**src/rtl/adc_channel_sequencer.sv**
```systemverilog
// Round-robin conversion scheduler for the SPI ADC capture block: picks the next enabled
// channel, issues one conversion, checks the echoed address and streams the 12-bit result.
module adc_channel_sequencer #(
  parameter int unsigned NUM_CH      = 8,
  parameter int unsigned DATA_W      = 12,
  parameter int unsigned TIMEOUT_CYC = 1024
) (
  input  logic              CLOCK_50,
  input  logic              reset,
  input  logic              run,
  input  logic [NUM_CH-1:0] ch_enable,
  input  logic [15:0]       gap_cycles,
  output logic              conv_start,
  output logic [2:0]        conv_addr,
  input  logic              conv_done,
  input  logic [15:0]       conv_frame,
  output logic              res_valid,
  input  logic              res_ready,
  output logic [2:0]        res_chan,
  output logic [DATA_W-1:0] res_data,
  output logic              res_err,
  output logic              scan_done,
  output logic              timeout
);

  localparam int unsigned CH_W  = 3;
  localparam int unsigned CNT_W = ($clog2(TIMEOUT_CYC) > 16) ? $clog2(TIMEOUT_CYC) : 16;
  localparam logic [CNT_W-1:0] TO_LAST = CNT_W'(TIMEOUT_CYC - 1);

  typedef enum logic [2:0] {StIdle, StPick, StStart, StWait, StEmit, StGap} state_e;

  state_e            state_q;
  logic [CH_W-1:0]   ptr_q;
  logic [CNT_W-1:0]  cnt_q;

  logic              pick_found;
  logic [CH_W-1:0]   pick_idx;
  logic              hi_found;
  logic [CH_W-1:0]   hi_idx;

  // Walk the search order backwards so the last hit is the first channel after ptr_q.
  always_comb begin
    pick_found = 1'b0;
    pick_idx   = '0;
    for (int i = NUM_CH; i >= 1; i--) begin
      if (ch_enable[CH_W'((int'(ptr_q) + i) % NUM_CH)]) begin
        pick_found = 1'b1;
        pick_idx   = CH_W'((int'(ptr_q) + i) % NUM_CH);
      end
    end
  end

  always_comb begin
    hi_found = 1'b0;
    hi_idx   = '0;
    for (int i = 0; i < NUM_CH; i++) begin
      if (ch_enable[CH_W'(i)]) begin
        hi_found = 1'b1;
        hi_idx   = CH_W'(i);
      end
    end
  end

  // End-of-scan marks the accepted result of the highest channel currently enabled.
  assign scan_done = res_valid && res_ready && hi_found && (res_chan == hi_idx);

  always_ff @(posedge CLOCK_50) begin
    if (reset) begin
      state_q    <= StIdle;
      ptr_q      <= CH_W'(NUM_CH - 1);
      cnt_q      <= '0;
      conv_start <= 1'b0;
      conv_addr  <= '0;
      res_valid  <= 1'b0;
      res_chan   <= '0;
      res_data   <= '0;
      res_err    <= 1'b0;
      timeout    <= 1'b0;
    end else begin
      conv_start <= 1'b0;
      case (state_q)
        StIdle: begin
          if (run && |ch_enable) state_q <= StPick;
        end
        StPick: begin
          if (pick_found) begin
            conv_addr  <= pick_idx;
            ptr_q      <= pick_idx;
            conv_start <= 1'b1;
            state_q    <= StStart;
          end else begin
            state_q <= StIdle;
          end
        end
        StStart: begin
          cnt_q   <= '0;
          state_q <= StWait;
        end
        StWait: begin
          if (conv_done) begin
            res_data  <= conv_frame[DATA_W-1:0];
            res_chan  <= conv_addr;
            res_err   <= conv_frame[15] | (conv_frame[14:12] != conv_addr);
            res_valid <= 1'b1;
            state_q   <= StEmit;
          end else if (cnt_q == TO_LAST) begin
            timeout <= 1'b1;
            state_q <= StIdle;
          end else begin
            cnt_q <= cnt_q + CNT_W'(1);
          end
        end
        StEmit: begin
          if (res_ready) begin
            res_valid <= 1'b0;
            if (gap_cycles == 16'd0) begin
              state_q <= StIdle;
            end else begin
              // Counter holds remaining gap cycles minus one.
              cnt_q   <= CNT_W'(gap_cycles - 16'd1);
              state_q <= StGap;
            end
          end
        end
        StGap: begin
          if (cnt_q == '0) state_q <= StIdle;
          else             cnt_q   <= cnt_q - CNT_W'(1);
        end
        default: state_q <= StIdle;
      endcase
    end
  end

endmodule

```
**config.mk**
```make
export PLATFORM = sky130hd
export DESIGN_NAME = adc_channel_sequencer
export DESIGN_NICKNAME = d
export VERILOG_FILES = /design/src/rtl/adc_channel_sequencer.sv
export SDC_FILE = /design/constraint.sdc
export NUM_CORES = 1
export LEC_CHECK = 0
export ABC_CLOCK_PERIOD_IN_PS = 7100
export CAP_MARGIN = 40
export CELL_PAD_IN_SITES_DETAIL_PLACEMENT = 1
export CELL_PAD_IN_SITES_GLOBAL_PLACEMENT = 1
export CORE_ASPECT_RATIO = 0.9
export CORE_UTILIZATION = 30
export CTS_CLUSTER_SIZE = 10
export DETAILED_ROUTE_END_ITERATION = 10
export HOLD_SLACK_MARGIN = 0.06
export PLACE_DENSITY = 0.69
export SYNTH_ARGS = -nofsm -noshare
export SYNTH_HDL_FRONTEND = slang
export SYNTH_SLANG_ARGS = --single-unit
```
**constraint.sdc**
```tcl
create_clock -name CLOCK_50 -period 7.1 [get_ports CLOCK_50]
set_input_delay 1.775 -clock CLOCK_50 [delete_from_list [all_inputs] [get_ports CLOCK_50]]
set_output_delay 1.775 -clock CLOCK_50 [all_outputs]
set_load 0.01 [all_outputs]
```
==> impl_results.html <==
<table>
<tr><th>Metric</th><th>Value</th></tr>
<tr><th colspan="2">Outcome</th></tr>
<tr><td>Outcome</td><td>complete, no violations</td></tr>
<tr><th colspan="2">Clock network</th></tr>
<tr><td>Post CTS Setup Buffer Count</td><td>0</td></tr>
<tr><td>Post-CTS Hold Fix Bufs</td><td>0</td></tr>
<tr><td>Skew-Pair Late Insertion Delay</td><td>0.30 ns</td></tr>
<tr><td>Cts bufs inserted</td><td>5</td></tr>
<tr><td>Clock input transition at the sequential cells of the worst setup and hold paths</td><td>0.06 ns</td></tr>
<tr><td>Clock tree from TritonCTS</td><td>yes</td></tr>
<tr><td>Clk Tree Root Cell</td><td>sky130_fd_sc_hd__clkbuf_16</td></tr>
<tr><td>CTS sink count</td><td>between 40 and 50</td></tr>
<tr><td>Count of cells resized by post-cts repair</td><td>0</td></tr>
<tr><td>Max Root-Sink Buffers</td><td>2</td></tr>
<tr><td>H-Tree Depth</td><td>2</td></tr>
<tr><th colspan="2">STA</th></tr>
<tr><td>Worst Max-Slew Pin Slew</td><td>approximately 0.93 ns</td></tr>
<tr><td>Period minus WS final</td><td>5.978 ns</td></tr>
<tr><td>Setup total negative slack</td><td>0 ns</td></tr>
<tr><td>Final count of negative-setup-slack endpoints</td><td>0</td></tr>
<tr><td>Clock skew</td><td>0.01053 ns</td></tr>
<tr><td>Final-report max-slew violation count</td><td>0</td></tr>
<tr><td>Maximum achievable frequency</td><td>approximately 0.17 GHz</td></tr>
<tr><td>Rel. slew slack</td><td>around two fifths</td></tr>
<tr><td>Final hold violation count</td><td>0</td></tr>
<tr><td>Fin crit share</td><td>around 84%</td></tr>
<tr><td>RSZ-0062 raised after global routing</td><td>false</td></tr>
<tr><th colspan="2">Worst setup path</th></tr>
<tr><td>Highest net fanout along the worst path</td><td>14</td></tr>
<tr><td>Critical path startpoint category</td><td>primary input</td></tr>
<tr><td>CP Data Arrival Time</td><td>approximately 4.2 ns</td></tr>
<tr><td>Worst Path Required</td><td>5.33 ns</td></tr>
<tr><td>Worst setup path category</td><td>in2out</td></tr>
<tr><td>Kind of capture point of the worst setup path</td><td>primary output</td></tr>
<tr><th colspan="2">Power and ir drop</th></tr>
<tr><td>Pwr/cell area</td><td>349.6 nW/µm²</td></tr>
<tr><td>Static leakage</td><td>~1.8 nW</td></tr>
<tr><td>Worst supply voltage drop on vdd</td><td>0.0001013 V</td></tr>
<tr><td>Post-layout power</td><td>1.757 mW</td></tr>
<tr><th colspan="2">Detailed routing</th></tr>
<tr><td>Iteration-0 DRC Markers</td><td>156</td></tr>
<tr><td>Per-cell via count in the routed design</td><td>roughly 5.7</td></tr>
<tr><td>Routed Wire Length</td><td>roughly 13000 µm</td></tr>
<tr><td>Remaining design rule violation count</td><td>0</td></tr>
<tr><td>Total via count in the routed design</td><td>approximately 4200</td></tr>
<tr><td>Final routed wire length divided by cell count</td><td>18.03 µm</td></tr>
<tr><td>Number of iterations in the first detailed-routing pass</td><td>4</td></tr>
<tr><td>ANT nets after route</td><td>0</td></tr>
<tr><th colspan="2">Finish</th></tr>
<tr><td>Area used by sequential logic in the layout</td><td>~880 µm²</td></tr>
<tr><td>Count of non-filler cells in the finished layout</td><td>732</td></tr>
<tr><td>Number of inserted diodes</td><td>0</td></tr>
<tr><td>Fill cell total of the finished layout</td><td>about 1600</td></tr>
<tr><td>Multi-input gate area in the final layout</td><td>about 3000 µm²</td></tr>
<tr><td>Synth-to-layout area growth</td><td>20.34%</td></tr>
<tr><td>Number of nets at the end of the flow</td><td>about 620</td></tr>
<tr><td>Proportion of layout cells with a drive suffix above 1</td><td>under 10%</td></tr>
<tr><th colspan="2">GRT</th></tr>
<tr><td>Pin count of the biggest net entering global routing</td><td>between 40 and 50</td></tr>
<tr><td>Grt total ovfl</td><td>0</td></tr>
<tr><td>Total global-route track usage</td><td>a little under a fifth</td></tr>
<tr><td>Via count of the first global-routing pass</td><td>~4200</td></tr>
<tr><td>Antenna violations before repair</td><td>0</td></tr>
<tr><td>Global-route wire length before repair</td><td>between 20000 and 25000 µm</td></tr>
<tr><th colspan="2">Placement</th></tr>
<tr><td>Cell count after placement</td><td>724</td></tr>
<tr><td>Post-detailed-placement half-perimeter wirelength</td><td>around 9600 µm</td></tr>
<tr><td>RePlAce Congestion</td><td>between 0.8 and 0.9</td></tr>
<tr><td>Number of buffer cells added on primary ports</td><td>67</td></tr>
<tr><th colspan="2">Logic synthesis</th></tr>
<tr><td>Post-synthesis async set-or-reset flop share</td><td>0%</td></tr>
<tr><td>Top_reg_cell synth</td><td>sky130_fd_sc_hd__dfxtp_1</td></tr>
<tr><td>Synth Area in Compound Gates</td><td>between 20 and 25%</td></tr>
<tr><td>Average size of a mapped cell</td><td>approximately 8 µm²</td></tr>
<tr><td>Simple-gate portion of the synthesized area</td><td>around a quarter</td></tr>
<tr><td>Net Count, Synth</td><td>roughly 600</td></tr>
<tr><td>Flip-flop and latch count after synthesis</td><td>44</td></tr>
<tr><td>Synth Area in Adders</td><td>under 10%</td></tr>
<tr><td>Mux cell area share after synthesis</td><td>between 10% and 20%</td></tr>
<tr><td>Total standard cell area after synthesis</td><td>approximately 4200 µm²</td></tr>
<tr><td>Total number of yosys warnings</td><td>0</td></tr>
<tr><td>Xor and xnor fraction of the mapped netlist area</td><td>approximately 5.2%</td></tr>
<tr><td>Post-synth EDFFs</td><td>0</td></tr>
<tr><td>Seq/Total Area, Yosys</td><td>21.09%</td></tr>
<tr><td>Number of distinct library cells after synthesis</td><td>77</td></tr>
<tr><td>Synthesized netlist cell count</td><td>approximately 530</td></tr>
<tr><td>Largest family of logic cells by synthesized area</td><td>simple AND/OR/NAND/NOR gates</td></tr>
<tr><th colspan="2">Floorplan</th></tr>
<tr><td>Boundary Pins</td><td>a little under 70</td></tr>
<tr><td>Initial cell density of the core</td><td>31.02%</td></tr>
<tr><td>Area of the die</td><td>14400 µm²</td></tr>
<tr><td>Die span in y</td><td>between 100 and 150 µm</td></tr>
<tr><td>Area of the placeable core</td><td>between 10000 and 15000 µm²</td></tr>
<tr><td>Num rows</td><td>40</td></tr>
<tr><td>Die Width</td><td>approximately 130 µm</td></tr>
<tr><th colspan="2">Hold path</th></tr>
<tr><td>Kind of path behind the tightest hold check</td><td>reg2reg</td></tr>
<tr><th colspan="2">Flow run</th></tr>
<tr><td>Max Cap Viol</td><td>0</td></tr>
</table>
-- cell type report --
class                      instances  share of cell area [%]
inverter                          15                   1.120
multi-input combinational        426                   59.67
clock buffer                       5                   2.489
clock inverter                     3                  0.9211
sequential                        44                   17.53
timing repair buffer              71                   14.09
tap                              168                   4.182
-- sequential cells by signal (all words and copies together), names as in the netlist --
name	count
ptr_q	3
res_chan	3
conv_addr	3
state_q	3
conv_start	1
res_valid	1
res_data	12
timeout	1
res_err	1
cnt_q	16
-- power by group --
| group | switching (mW) | leakage, nW | internal, mW |
|---|---|---|---|
| sequential | 0.104 | 0.358 | 0.299 |
| combinational | 0.590 | 1.34 | 0.486 |
| clock | 0.111 | 0.0804 | 0.168 |
-- worst max-delay path, stage by stage --
cell	delay, ns
sky130_fd_sc_hd__clkdlybuf4s50_1	0.75
sky130_fd_sc_hd__nor2_1	0.07
sky130_fd_sc_hd__or4_1	0.39
sky130_fd_sc_hd__a2111oi_0	0.55
sky130_fd_sc_hd__clkdlybuf4s50_1	0.66
-- path summary, 6_finish.rpt --
path                 from     endpoint  slack [ns]  cells past startpoint
min reg2reg   res_data[3]  res_data[3]        0.46                      2
min           res_data[3]  res_data[3]        0.46                      2
max reg2reg    state_q[1]    cnt_q[15]        3.09                     10
max          ch_enable[1]    scan_done        1.12                      5
-- metrics by stage --
| stage | setup slack, ns | utilization [%] | hold slack (ns) | cell area (µm²) |
|---|---|---|---|---|
| 2_1_floorplan | 2.223 | - | 0.4762 | 4177 |
| 3_3_place_gp | 1.097 | 35.95 | 0.4434 | 4840 |
| 3_5_place_dp | 1.134 | 36.06 | 0.4532 | 4855 |
| 4_1_cts | 1.142 | 37.33 | 0.4629 | 5026 |
| 5_1_grt | 0.9245 | 37.33 | 0.4876 | 5026 |
| 6_report | 1.122 | 37.33 | 0.4616 | 5026 |
-- synthesized netlist by cell type, drive strengths merged (11+ instances only) --
master	number	share of area, %
nand2	75	6.8
a21oi	56	6.7
nor2	52	4.7
dfxtp	44	21
clkbuf	33	3.9
mux4	19	11
nor3	19	2.4
o21ai	19	2.3
mux2i	15	3.9
xnor2	15	3.1
inv	14	1.3
nor4	12	2.5
buf	11	1.8
-- kinds of logic (layout without fill, tap and decap cells) --
kind of cell / count (synthesis) / count (layout)
fa+ha+maj: 9 / 9
flops: 44 / 44
simple gates: 207 / 207
xor+xnor: 25 / 25
buf+inv: 59 / 94
compound gates: 142 / 142
mux: 43 / 43
-- routing by layer --
| metal | vias up | routed length, µm | track usage [%] |
|---|---|---|---|
| met3 | 15 | 666 | 2.674 |
| met2 | 116 | 5766 | 29.69 |
| met1 | 2011 | 6558 | 25.84 |
| met5 | - | 58 | 3.114 |
| met4 | 2 | 150 | 4.739 |
| li1 | 2021 | - | - |
-- placed cells by master (no fill, tap or decap), drive strengths merged, types with 4 or more instances in the layout --
master	instances
mux4	19
clkbuf	5
buf	4
a21oi	56
nand2	75
a21o	4
nand2b	6
nand3	10
a211o	4
xnor2	15
ha	9
nor3	19
mux2i	15
a221oi	4
inv	15
o22ai	4
a211oi	8
xor2	10
o21ai	19
nor4	12
nand3b	4
a31oi	6
clkdlybuf4s50	67
or4	5
nor2	52
mux2	9
dfxtp	44
and2	8
Note: power is estimated with default switching activity, not from simulation.
